## src/rtl/dsi_init_sequencer.sv

```systemverilog
// Bring-up sequencer for the DSI core CSR port: plays a command ROM as Wishbone
// writes, polled reads and delays, and hands the port to the CPU when idle.
module dsi_init_sequencer #(
    parameter int g_rom_addr_width = 8,
    parameter int g_delay_unit     = 1000,
    parameter int g_poll_limit     = 255,
    parameter int g_ack_timeout    = 64
) (
    input  logic                        clk_sys_i,
    input  logic                        rst_n_i,
    input  logic                        start_i,
    output logic                        busy_o,
    output logic                        done_o,
    output logic                        error_o,
    output logic [g_rom_addr_width-1:0] err_addr_o,
    output logic [g_rom_addr_width-1:0] cmd_addr_o,
    input  logic [15:0]                 cmd_data_i,
    input  logic [3:0]                  host_adr_i,
    input  logic [7:0]                  host_dat_i,
    input  logic                        host_cyc_i,
    input  logic                        host_stb_i,
    input  logic                        host_we_i,
    output logic [7:0]                  host_dat_o,
    output logic                        host_ack_o,
    output logic                        host_stall_o,
    output logic [3:0]                  wb_adr_o,
    output logic [7:0]                  wb_dat_o,
    output logic                        wb_cyc_o,
    output logic                        wb_stb_o,
    output logic                        wb_we_o,
    input  logic [7:0]                  wb_dat_i,
    input  logic                        wb_ack_i,
    input  logic                        wb_stall_i
);

    localparam int AW     = g_rom_addr_width;
    localparam int DLY_W  = $clog2(255 * g_delay_unit + 1);
    localparam int TMO_W  = $clog2(g_ack_timeout + 1);
    localparam int PCNT_W = $clog2(g_poll_limit + 1);

    localparam logic [DLY_W-1:0]  DLY_UNIT  = DLY_W'(g_delay_unit);
    localparam logic [TMO_W-1:0]  TMO_LAST  = TMO_W'(g_ack_timeout - 1);
    localparam logic [PCNT_W-1:0] POLL_LAST = PCNT_W'(g_poll_limit - 1);

    localparam logic [3:0] ST_IDLE     = 4'd0;
    localparam logic [3:0] ST_FETCH    = 4'd1;
    localparam logic [3:0] ST_DECODE   = 4'd2;
    localparam logic [3:0] ST_WB_REQ   = 4'd3;
    localparam logic [3:0] ST_WB_ACK   = 4'd4;
    localparam logic [3:0] ST_POLL_CHK = 4'd5;
    localparam logic [3:0] ST_DELAY    = 4'd6;
    localparam logic [3:0] ST_DONE     = 4'd7;
    localparam logic [3:0] ST_ERR      = 4'd8;

    localparam logic [3:0] OP_END   = 4'h0;
    localparam logic [3:0] OP_WRITE = 4'h1;
    localparam logic [3:0] OP_POLL  = 4'h2;
    localparam logic [3:0] OP_DELAY = 4'h3;

    logic [3:0]        state_q, state_d;
    logic [AW-1:0]     pc_q, pc_d;
    logic [AW-1:0]     err_addr_q, err_addr_d;
    logic              busy_q, busy_d;
    logic              done_q, done_d;
    logic              error_q, error_d;
    logic              start_pend_q, start_pend_d;
    logic              cyc_q, cyc_d;
    logic              stb_q, stb_d;
    logic              we_q, we_d;
    logic [3:0]        adr_q, adr_d;
    logic [7:0]        dat_q, dat_d;
    logic [7:0]        rdata_q, rdata_d;
    logic [PCNT_W-1:0] poll_cnt_q, poll_cnt_d;
    logic [TMO_W-1:0]  tmo_q, tmo_d;
    logic [DLY_W-1:0]  dly_q, dly_d;
    logic              advance;

    always_comb begin
        // NOTE: every *_d starts from its *_q so no path through the case leaves a latch.
        state_d      = state_q;
        pc_d         = pc_q;
        err_addr_d   = err_addr_q;
        busy_d       = busy_q;
        done_d       = done_q;
        error_d      = error_q;
        start_pend_d = start_pend_q;
        cyc_d        = cyc_q;
        stb_d        = stb_q;
        we_d         = we_q;
        adr_d        = adr_q;
        dat_d        = dat_q;
        rdata_d      = rdata_q;
        poll_cnt_d   = poll_cnt_q;
        tmo_d        = tmo_q;
        dly_d        = dly_q;
        advance      = 1'b0;

        case (state_q)
            ST_IDLE: begin
                // A start seen while the CPU owns the bus is remembered until it lets go.
                if ((start_i || start_pend_q) && !host_cyc_i) begin
                    busy_d       = 1'b1;
                    done_d       = 1'b0;
                    error_d      = 1'b0;
                    start_pend_d = 1'b0;
                    pc_d         = '0;
                    state_d      = ST_FETCH;
                end else if (start_i) begin
                    start_pend_d = 1'b1;
                end
            end
            ST_FETCH: state_d = ST_DECODE;
            ST_DECODE: begin
                adr_d      = cmd_data_i[11:8];
                dat_d      = cmd_data_i[7:0];
                poll_cnt_d = '0;
                case (cmd_data_i[15:12])
                    OP_WRITE, OP_POLL: begin
                        we_d    = (cmd_data_i[15:12] == OP_WRITE);
                        cyc_d   = 1'b1;
                        stb_d   = 1'b1;
                        tmo_d   = '0;
                        state_d = ST_WB_REQ;
                    end
                    OP_DELAY: begin
                        dly_d   = DLY_W'(cmd_data_i[7:0]) * DLY_UNIT;
                        state_d = ST_DELAY;
                    end
                    OP_END:  state_d = ST_DONE;
                    default: state_d = ST_ERR;
                endcase
            end
            ST_WB_REQ: begin
                if (!wb_stall_i) begin
                    stb_d   = 1'b0;
                    tmo_d   = '0;
                    state_d = ST_WB_ACK;
                end else if (tmo_q == TMO_LAST) begin
                    cyc_d   = 1'b0;
                    stb_d   = 1'b0;
                    state_d = ST_ERR;
                end else begin
                    tmo_d = tmo_q + TMO_W'(1);
                end
            end
            ST_WB_ACK: begin
                if (wb_ack_i) begin
                    cyc_d = 1'b0;
                    if (we_q) begin
                        advance = 1'b1;
                    end else begin
                        rdata_d = wb_dat_i;
                        state_d = ST_POLL_CHK;
                    end
                end else if (tmo_q == TMO_LAST) begin
                    cyc_d   = 1'b0;
                    state_d = ST_ERR;
                end else begin
                    tmo_d = tmo_q + TMO_W'(1);
                end
            end
            ST_POLL_CHK: begin
                if ((rdata_q & dat_q) != 8'h00) begin
                    advance = 1'b1;
                end else if (poll_cnt_q == POLL_LAST) begin
                    state_d = ST_ERR;
                end else begin
                    poll_cnt_d = poll_cnt_q + PCNT_W'(1);
                    cyc_d      = 1'b1;
                    stb_d      = 1'b1;
                    tmo_d      = '0;
                    state_d    = ST_WB_REQ;
                end
            end
            ST_DELAY: begin
                // Leaving on the cycle the counter shows 1 gives exactly count*unit cycles.
                if (dly_q <= DLY_W'(1)) begin
                    advance = 1'b1;
                end else begin
                    dly_d = dly_q - DLY_W'(1);
                end
            end
            ST_DONE: begin
                done_d  = 1'b1;
                busy_d  = 1'b0;
                state_d = ST_IDLE;
            end
            ST_ERR: begin
                error_d    = 1'b1;
                busy_d     = 1'b0;
                err_addr_d = pc_q;
                state_d    = ST_IDLE;
            end
            default: state_d = ST_IDLE;
        endcase

        // Running off the end of the ROM without an END keeps pc on the last entry.
        if (advance) begin
            if (&pc_q) begin
                state_d = ST_ERR;
            end else begin
                pc_d    = pc_q + AW'(1);
                state_d = ST_FETCH;
            end
        end
    end

    always_ff @(posedge clk_sys_i or negedge rst_n_i) begin
        if (!rst_n_i) begin
            state_q      <= ST_IDLE;
            pc_q         <= '0;
            err_addr_q   <= '0;
            busy_q       <= 1'b0;
            done_q       <= 1'b0;
            error_q      <= 1'b0;
            start_pend_q <= 1'b0;
            cyc_q        <= 1'b0;
            stb_q        <= 1'b0;
            we_q         <= 1'b0;
            adr_q        <= '0;
            dat_q        <= '0;
            rdata_q      <= '0;
            poll_cnt_q   <= '0;
            tmo_q        <= '0;
            dly_q        <= '0;
        end else begin
            state_q      <= state_d;
            pc_q         <= pc_d;
            err_addr_q   <= err_addr_d;
            busy_q       <= busy_d;
            done_q       <= done_d;
            error_q      <= error_d;
            start_pend_q <= start_pend_d;
            cyc_q        <= cyc_d;
            stb_q        <= stb_d;
            we_q         <= we_d;
            adr_q        <= adr_d;
            dat_q        <= dat_d;
            rdata_q      <= rdata_d;
            poll_cnt_q   <= poll_cnt_d;
            tmo_q        <= tmo_d;
            dly_q        <= dly_d;
        end
    end

    // busy_q doubles as the grant: it only changes while the sequencer's cyc is low.
    assign busy_o     = busy_q;
    assign done_o     = done_q;
    assign error_o    = error_q;
    assign err_addr_o = err_addr_q;
    assign cmd_addr_o = pc_q;

    assign wb_cyc_o = busy_q ? cyc_q : host_cyc_i;
    assign wb_stb_o = busy_q ? stb_q : host_stb_i;
    assign wb_we_o  = busy_q ? we_q  : host_we_i;
    assign wb_adr_o = busy_q ? adr_q : host_adr_i;
    assign wb_dat_o = busy_q ? dat_q : host_dat_i;

    assign host_dat_o   = busy_q ? 8'h00 : wb_dat_i;
    assign host_ack_o   = busy_q ? 1'b0  : wb_ack_i;
    assign host_stall_o = busy_q ? 1'b1  : wb_stall_i;

endmodule

```

## config.mk

```make
export PLATFORM = sky130hd
export DESIGN_NAME = dsi_init_sequencer
export DESIGN_NICKNAME = d
export VERILOG_FILES = /design/src/rtl/dsi_init_sequencer.sv
export SDC_FILE = /design/constraint.sdc
export NUM_CORES = 1
export LEC_CHECK = 0
export ABC_AREA = 1
export BUFFER_PORTS_ARGS = -buffer_cell sky130_fd_sc_hd__buf_2
export CAP_MARGIN = 20
export CORE_MARGIN = 8
export CORE_UTILIZATION = 53
export DETAILED_ROUTE_END_ITERATION = 7
export PLACE_DENSITY_LB_ADDON = 0.3
export SYNTH_ARGS = -nofsm -noshare
export SYNTH_HDL_FRONTEND = slang
export SYNTH_SLANG_ARGS = --single-unit
```

## constraint.sdc

```tcl
create_clock -name clk_sys_i -period 1.5 [get_ports clk_sys_i]
set_input_delay 0.075 -clock clk_sys_i [delete_from_list [all_inputs] [get_ports clk_sys_i]]
set_output_delay 0.075 -clock clk_sys_i [all_outputs]
set_load 0.05 [all_outputs]
```

==> run metrics, run 1 <==
CTS buffer count 9; Synth Instances 903; cell row count 40; status complete, but fails checks; most frequent cells in the layout nand2_1, buf_4, inv_1; Area after DPL 0.00821 sq mm; DIE HEIGHT 125 microns; sequential share of the synthesized area 31.7%; pin count of the biggest net entering global routing 26; Synth cell types 35; share of layout cells above drive strength 1 45.8%; clk root buf clkbuf_16; Placer Congestion 0.907; leading cell type in the layout, fill and taps excluded nand2_1; final setup skew 14.9 ps; R2R Path Start dly_q[4]; WL final 29.9 mm; Hold EP start_pend_q; Worst EP required 1790 ps; grt met1 use 27.1%; crit path max-delay cell type fa_2; Post-DRT Antenna Nets 0; Port Buffers 87; area grow syn2layout 59.2%; global-route wire length before repair 33.2 mm; Crit path arrival time 3520 ps; R2R Setup Slk -640 ps; violated checks negative hold slack, negative setup slack; Post-synth top flop dfrtp_1; largest family of logic cells by synthesized area simple AND/OR/NAND/NOR gates; H-Tree Level Count 3; Total GRT Usage 25.5%; clock buffer depth 2; Worst-Margin Slew 488 ps; worst r2r path cells 9; final worst-path cycle share 216%; post-synthesis mux area share 0.534%; PnR worst setup slack -1730 ps; WL/cell 22.7 microns; # fillers 534; Power per Cell Area 2090 mW/mm^2; placed cells 1262; Mapped Avg Cell Area 7.00 sq um; Initial Util 53.5%; minimum clock period 3230 ps; unrepaired setup endpoints after global routing true; drt pass-1 iters 7; HP Class input pin to register; Final HPWL DP 13.7 mm; Min-Delay Path Depth 3; most used routing layer met2; post-synth net total 1013; kind of critical path input pin to register; DIE AREA 0.0157 sq mm; flop and latch count out of synthesis 80; Core Footprint 0.0118 sq mm; Net count, final 1276; Finished Layout Cells 1320; Synth Area in XOR/XNOR 2.91%; CTS Sinks 80; worst path cell trace buf_12, fa_2, xor2_1, ha_1, inv_1, fa_1, fa_1, inv_2, ha_4, nand2_4, nor2_2, nand3_2, nand4_1, nand3_1, a21oi_1; Final Util 85.2%; gr ovfl total 0; Final Cell Area 0.0101 sq mm; RR Endpoint dly_q[7]; Max FO, Critical Path 5; Leak Pwr 5.19 nW; Top cell by count, worst path fa_1; Max Cap Violations 0; DR vias 8257; vias in the first global route 7210; EDFF count, synth 0; TritonCTS clock tree built; DRC Markers 0; Synth async-reset ratio 100%; post-synthesis cell area 0.00632 sq mm; initial antenna violation count 2; Max stage delay on crit path 610 ps; clock slew at reported path FFs 70 ps; Highest Clock Rate 309 MHz; Synth Area in Simple Gates 33.4%; startpoint types input pin; DIE WIDTH 125 microns; Pins Over Slew Limit 0; worst skew pair latency 370 ps; final hold slack -13.1 ps; met2 Usage GRT 47.0%; Worst VDD drop 1250 uV; post-synthesis adder-cell area fraction 15.6%; Final Hold Fails 1; Via density 6.26; Initial DRC Count 1298; Rel. slew slack 67.2%; Crit. End Element register; num ports 88; Synth Warn # 0; complex-gate fraction of the synthesized area 7.24%; beginning of the worst hold path start_i; Final setup violation count 78; grt met3 use 4.84%
[through the flow]
step           worst slack, ps  hold slack, ps  total power, W  TNS, ps
2_1_floorplan            -1550            -221          0.0104   -15120
3_3_place_gp             -1860           -15.3          0.0136   -21910
3_5_place_dp             -1950           -13.4          0.0139   -23300
4_1_cts                  -1500           0.738          0.0172   -16000
5_1_grt                  -1850            4.19          0.0218   -32210
6_report                 -1730           -13.1          0.0211   -28830
[flip-flops by register name, summed over array words and instances (netlist names), 4 cells and up]
name / count
cmd_addr_o: 8
dat_q: 8
rdata_q: 8
adr_q: 4
poll_cnt_q: 8
state_q: 4
tmo_q: 7
err_addr_o: 8
dly_q: 18
[area by class of cell]
class                   instances  area, sq um  share of cell area [%]
repair buffers                270         2170                    21.6
clock inverters                 7         55.1                   0.547
clock buffers                   9          225                    2.24
well taps                     147          184                    1.83
flip-flops and latches         80         2010                    20.0
diodes                          2         5.00                  0.0497
inverters                     118          503                    5.00
multi-input cells             687         4910                    48.8
[cells in the mapped netlist, types with 2 or more instances]
| library cell | instances | area [sq um] |
|---|---|---|
| nor2_2 | 2 | 12.5 |
| clkbuf_1 | 9 | 33.8 |
| nand3b_1 | 5 | 37.5 |
| buf_2 | 3 | 15.0 |
| nand4_1 | 6 | 37.5 |
| ha_1 | 45 | 563 |
| o21ai_0 | 49 | 245 |
| nand3_1 | 66 | 330 |
| nor2_1 | 92 | 345 |
| mux2_2 | 3 | 33.8 |
| buf_6 | 4 | 45.0 |
| or2_2 | 4 | 25.0 |
| fa_1 | 21 | 420 |
| xor2_1 | 18 | 158 |
| inv_1 | 114 | 428 |
| dfrtp_1 | 80 | 2000 |
| nor2_4 | 3 | 33.8 |
| nand2_2 | 9 | 56.3 |
| o21ai_1 | 10 | 50.1 |
| xnor2_1 | 3 | 26.3 |
| inv_2 | 4 | 15.0 |
| nand2_1 | 310 | 1160 |
| a31oi_1 | 2 | 12.5 |
| a21oi_1 | 21 | 105 |
| nor3_1 | 9 | 45.0 |
| o31ai_1 | 2 | 15.0 |
[cell families after synthesis]
kind of cell,Yosys count
simple gates,509
buf+inv,136
compound gates,88
flops,80
fa+ha+maj,66
xor+xnor,21
mux,3
[worst max-delay path, delay by kind of cell]
kind                       cells  cell delay (ps)
adders and majority gates      5             2260
AOI/OAI and AO/OA              1              170
xor gates and xnor gates       1              180
and+or+nand+nor                5              570
buffers and inverters          3              260
[repair_timing]
item / CTS / global route
hold buffers: 6 / 0
endpoints found under the hold margin: 85 / 0
gates cloned: 0 / 4
buffers inserted: 14 / 20
pin swaps: 51 / 83
endpoints found under the setup margin: 62 / 68
gates resized for setup: 116 / 243
[worst max-delay path by stage]
stage	start	end	slack, ps	cells after the start
finish	cmd_data_i[2]	dly_q[15]	-1730	15
global route	cmd_data_i[2]	dly_q[15]	-1850	15
CTS	cmd_data_i[3]	dly_q[17]	-1500	17
detailed placement	cmd_data_i[3]	dly_q[17]	-1950	17
global placement	cmd_data_i[3]	dly_q[14]	-1860	16
floorplan	cmd_data_i[1]	dly_q[13]	-1550	16
[per-layer routing]
layer,vias up,part of all wire (%)
li1,3363,-
met1,3819,32
met2,761,46
met3,314,12
met4,0,10
met5,-,0
[report_power, final]
group          internal [W]  total, W  switching, W
Sequential          0.00293   0.00366      0.000730
Clock               0.00114   0.00223       0.00109
Combinational       0.00590    0.0152       0.00928
Total               0.00998    0.0211        0.0111
No activity file was read; power rests on OpenSTA's default activity.
==> run 2: changes to the inputs <==
--- a/config.mk
+++ b/config.mk
@@ -13,4 +13,5 @@
 export DETAILED_ROUTE_END_ITERATION = 7
 export PLACE_DENSITY_LB_ADDON = 0.3
+export SKIP_LAST_GASP = 1
 export SYNTH_ARGS = -nofsm -noshare
 export SYNTH_HDL_FRONTEND = slang
==> constraint.sdc (replaced) <==
create_clock -name clk_sys_i -period 1.5 [get_ports clk_sys_i]
set_input_delay 0.15 -clock clk_sys_i [delete_from_list [all_inputs] [get_ports clk_sys_i]]
set_output_delay 0.15 -clock clk_sys_i [all_outputs]
set_load 0.05 [all_outputs]
==> run 2 against run 1 <==
The flow now stops in global routing. Synthesized area unchanged. Synthesized cell count unchanged.
==> run metrics, run 2 <==
post-synth top area cell dfrtp_1; initial antenna violation count 3; post-synthesis cell area 0.00632 sq mm (unchanged); pin count of the biggest net entering global routing 81; Mapped Avg Cell Area 7.00 sq um (unchanged); Synth Area in Simple Gates 33.4% (unchanged); complex-gate fraction of the synthesized area 7.24% (unchanged); num ports 88 (unchanged); gr ovfl total 25; Synth Instances 903 (unchanged); Final HPWL DP 13.5 mm (-1.6%); error msg [ERROR GRT-0232] Routing congestion too high. Check the congestion heatmap in the GUI.; post-synthesis adder-cell area fraction 15.6% (unchanged); Synth cell types 35 (unchanged); DIE HEIGHT 125 microns (unchanged); Post-synth top cells nand2_1, inv_1, nor2_1, dfrtp_1, nand3_1; H-Tree Level Count 3 (unchanged); Halt Stage global routing; cell row count 40 (unchanged); clk root buf clkbuf_16; Synth Area in XOR/XNOR 2.91% (unchanged); Post-synth top flop dfrtp_1; EDFF count, synth 0 (unchanged); post-synthesis mux area share 0.534% (unchanged); Synth async-reset ratio 100% (unchanged); Area after DPL 0.00816 sq mm (-0.52%); status stopped before the end; Yosys top cell area share 31.7% (unchanged); largest cells by area after synthesis dfrtp_1, nand2_1, ha_1; Total GRT Usage 61.6%; Synth Warn # 0 (unchanged); largest family of logic cells by synthesized area simple AND/OR/NAND/NOR gates; CTS Sinks 80 (unchanged); flop and latch count out of synthesis 80 (unchanged); clock buffer depth 2 (unchanged); CTS buffer count 9 (unchanged); post-synth net total 1013 (unchanged); Port Buffers 87 (unchanged); Initial Util 53.5% (unchanged); sequential share of the synthesized area 31.7% (unchanged); most common cell in the netlist nand2_1; worst endpoint after global-route timing repair dly_q[14]$_DFFE_PN0P_/D; Worst EP Category register input; DIE WIDTH 125 microns (unchanged); Placer Congestion 0.885 (-2.4%)
## run 2: cell counts after synthesis
Identical to the previous run, type by type.
## run 2: what timing repair did
| item | CTS |
|---|---|
| hold endpoints to repair | 80 |
| pin swaps | 81 |
| setup buffers | 31 |
| resized for setup | 223 |
| setup endpoints to repair | 78 |
| cloned | 4 |
| hold buffers | 1 |
## run 2: kinds of logic after synthesis
family / count (synthesis)
AND/OR/NAND/NOR: 509
AO/OA/AOI/OAI: 88
buffers and inverters: 136
multiplexers: 3
XOR/XNOR: 21
flip-flops: 80
adder cells (fa/ha/maj): 66
## run 2: stage by stage
stage / util (%) / TNS (ps) / setup slack, ps / cells / hold WS [ps]
4_1_cts: 80.7 / -18260 / -1560 / 1307 / 0.403
3_5_place_dp: 69.1 / -24890 / -2000 / 1257 / 212
3_3_place_gp: 69.1 / -23970 / -1920 / 1257 / 210
2_1_floorplan: - / -15940 / -1620 / 903 / -146
## run 2: per-layer routing
layer | overflow | global-route usage, %
met1 | 0 | 60.8
met2 | 8 | 80.2
met3 | 0 | 47.5
met4 | 17 | 57.6
met5 | 0 | 10.1
==> run 3: changes to the inputs <==
CORE_UTILIZATION = 40   (was 53)
PLACE_DENSITY_LB_ADDON = 0.15   (was 0.3)
clock period = 1.95 ns   (was 1.5 ns; I/O delays follow)
==> run 3 against run 2 <==
The flow now finishes, with violations (negative setup slack).
==> run metrics, run 3 (synthesis gave the netlist of run 1 again) <==
DIE HEIGHT 142 microns (+13%); Top reg by flops dly_q; final setup skew 11.9 ps; Net count, final 1158; Final Cell Area 0.00821 sq mm; H-Tree Level Count 3 (unchanged); Sw Pwr 0.00603 W; Port Buffers 87 (unchanged); Int Pwr 0.00634 W; Core Footprint 0.0157 sq mm; Final Util 52.5%; placed cells 1246 (-0.88%); status complete, but fails checks; worst skew pair latency 360 ps; startpoint types input pin; Crit. End Element register; clk root buf clkbuf_16; Max FO, Critical Path 5; Min-Delay Path Depth 3; Worst EP required 2240 ps; kind of critical path input pin to register; share of power burned in registers 21.9%; Final HPWL DP 13.1 mm (-2.8%); Final Hold Fails 0; Clk network pwr share 16.4%; worst r2r path cells 10; max FFs per register 18; initial antenna violation count 1; DRC Markers 0; Final setup violation count 11; Worst-Margin Slew 490 ps; area grow syn2layout 29.9%; Post-DRT Antenna Nets 0; num ports 88 (unchanged); drt pass-1 iters 4; Initial Util 40.4% (-13 points); TritonCTS clock tree built; CTS Sinks 80 (unchanged); minimum clock period 3030 ps; total power 0.0124 W; WL/cell 13.1 microns; CTS buffer count 9 (unchanged); final worst-path cycle share 155%; cell row count 46 (+15%); DIE WIDTH 142 microns (+13%); Placer Congestion 0.855 (-3.3%); violated checks negative setup slack; leading cell type in the layout, fill and taps excluded nand2_1; Highest Clock Rate 330 MHz; share of layout cells above drive strength 1 23.5%; Rel. slew slack 67.4%; Finished Layout Cells 1270; Logic pwr share 61.7%; Crit path arrival time 3320 ps; gr ovfl total 0; Pins Over Slew Limit 0; Max Cap Violations 0; final hold slack 32.6 ps; Via density 4.72; Total GRT Usage 17.3%; most frequent cells in the layout nand2_1, inv_1, nor2_1; unrepaired setup endpoints after global routing true; PnR worst setup slack -1080 ps; DIE AREA 0.0201 sq mm; vias in the first global route 5757; pin count of the biggest net entering global routing 36; Worst VDD drop 850 uV; clock slew at reported path FFs 70 ps; clock buffer depth 2 (unchanged); Leak Pwr 4.39 nW; Power per Cell Area 1510 mW/mm^2; Area after DPL 0.00747 sq mm (-8.5%); Sw Ratio 48.7%; DR vias 5989; WL final 16.6 mm; Initial DRC Count 264; global-route wire length before repair 28.0 mm; HP Class input pin to register
==> run 3: per-layer routing <==
metal	routed length (microns)	global-route usage, %
met4	246	4.80
met3	518	3.53
met5	0	0
met1	7470	21.5
met2	8380	29.7
==> run 3: area by class of cell <==
cell class / count / area (sq um)
Tap cell: 216 / 270
Fill cell: 1569 / 7440
Sequential cell: 80 / 2000
Clock buffer: 10 / 239
Timing Repair Buffer: 152 / 996
Clock inverter: 6 / 115
Antenna cell: 1 / 2.50
Multi-Input combinational cell: 687 / 4140
Inverter: 118 / 449
==> run 3: per-stage QoR <==
stage / setup TNS (ps) / setup WS, ps
final: -10100 / -1080
after global routing: -11710 / -1260
after CTS: -10050 / -1070
after detailed placement: -15200 / -1560
after global placement: -15090 / -1540
after floorplan: -11490 / -1220
==> run 3: power by group through the flow <==
stage	logic, W	clock network, W	registers (W)
2_1_floorplan	0.00475	0	0.00299
4_1_cts	0.00747	0.00207	0.00271
5_1_grt	0.00847	0.00213	0.00279
6_report	0.00763	0.00203	0.00271
3_5_place_dp	0.00697	0	0.00273
3_3_place_gp	0.00692	0	0.00273
==> run 3: final timing paths <==
check / startpoint / slack (ps) / endpoint
max reg2reg: state_q[3] / 100 / dly_q[15]
min: cmd_data_i[10] / 30 / adr_q[2]
max: cmd_data_i[0] / -1080 / dly_q[16]
min in group asynchronous: rst_n_i / 340 / poll_cnt_q[4]
min reg2reg: error_o / 470 / error_o
max in group asynchronous: rst_n_i / 1030 / dly_q[12]
==> run 3: repair_timing <==
action,in CTS,in global routing
gates resized for setup,27,41
pin swaps,25,10
endpoints found under the setup margin,11,27
setup buffers,2,4
endpoints found under the hold margin,32,0
hold buffers,1,0
==> run 3: critical path, cell delays in order <==
cell	delay [ps]
buf_6	100
fa_1	570
xor2_1	170
ha_1	250
inv_2	60
fa_1	420
fa_1	530
inv_2	50
ha_4	280
nand2_4	90
nand2_1	50
nand2_1	60
nand2_1	40
nand2_1	90
nand3_1	70
nand2_1	80
nand3_2	60
a21oi_1	130
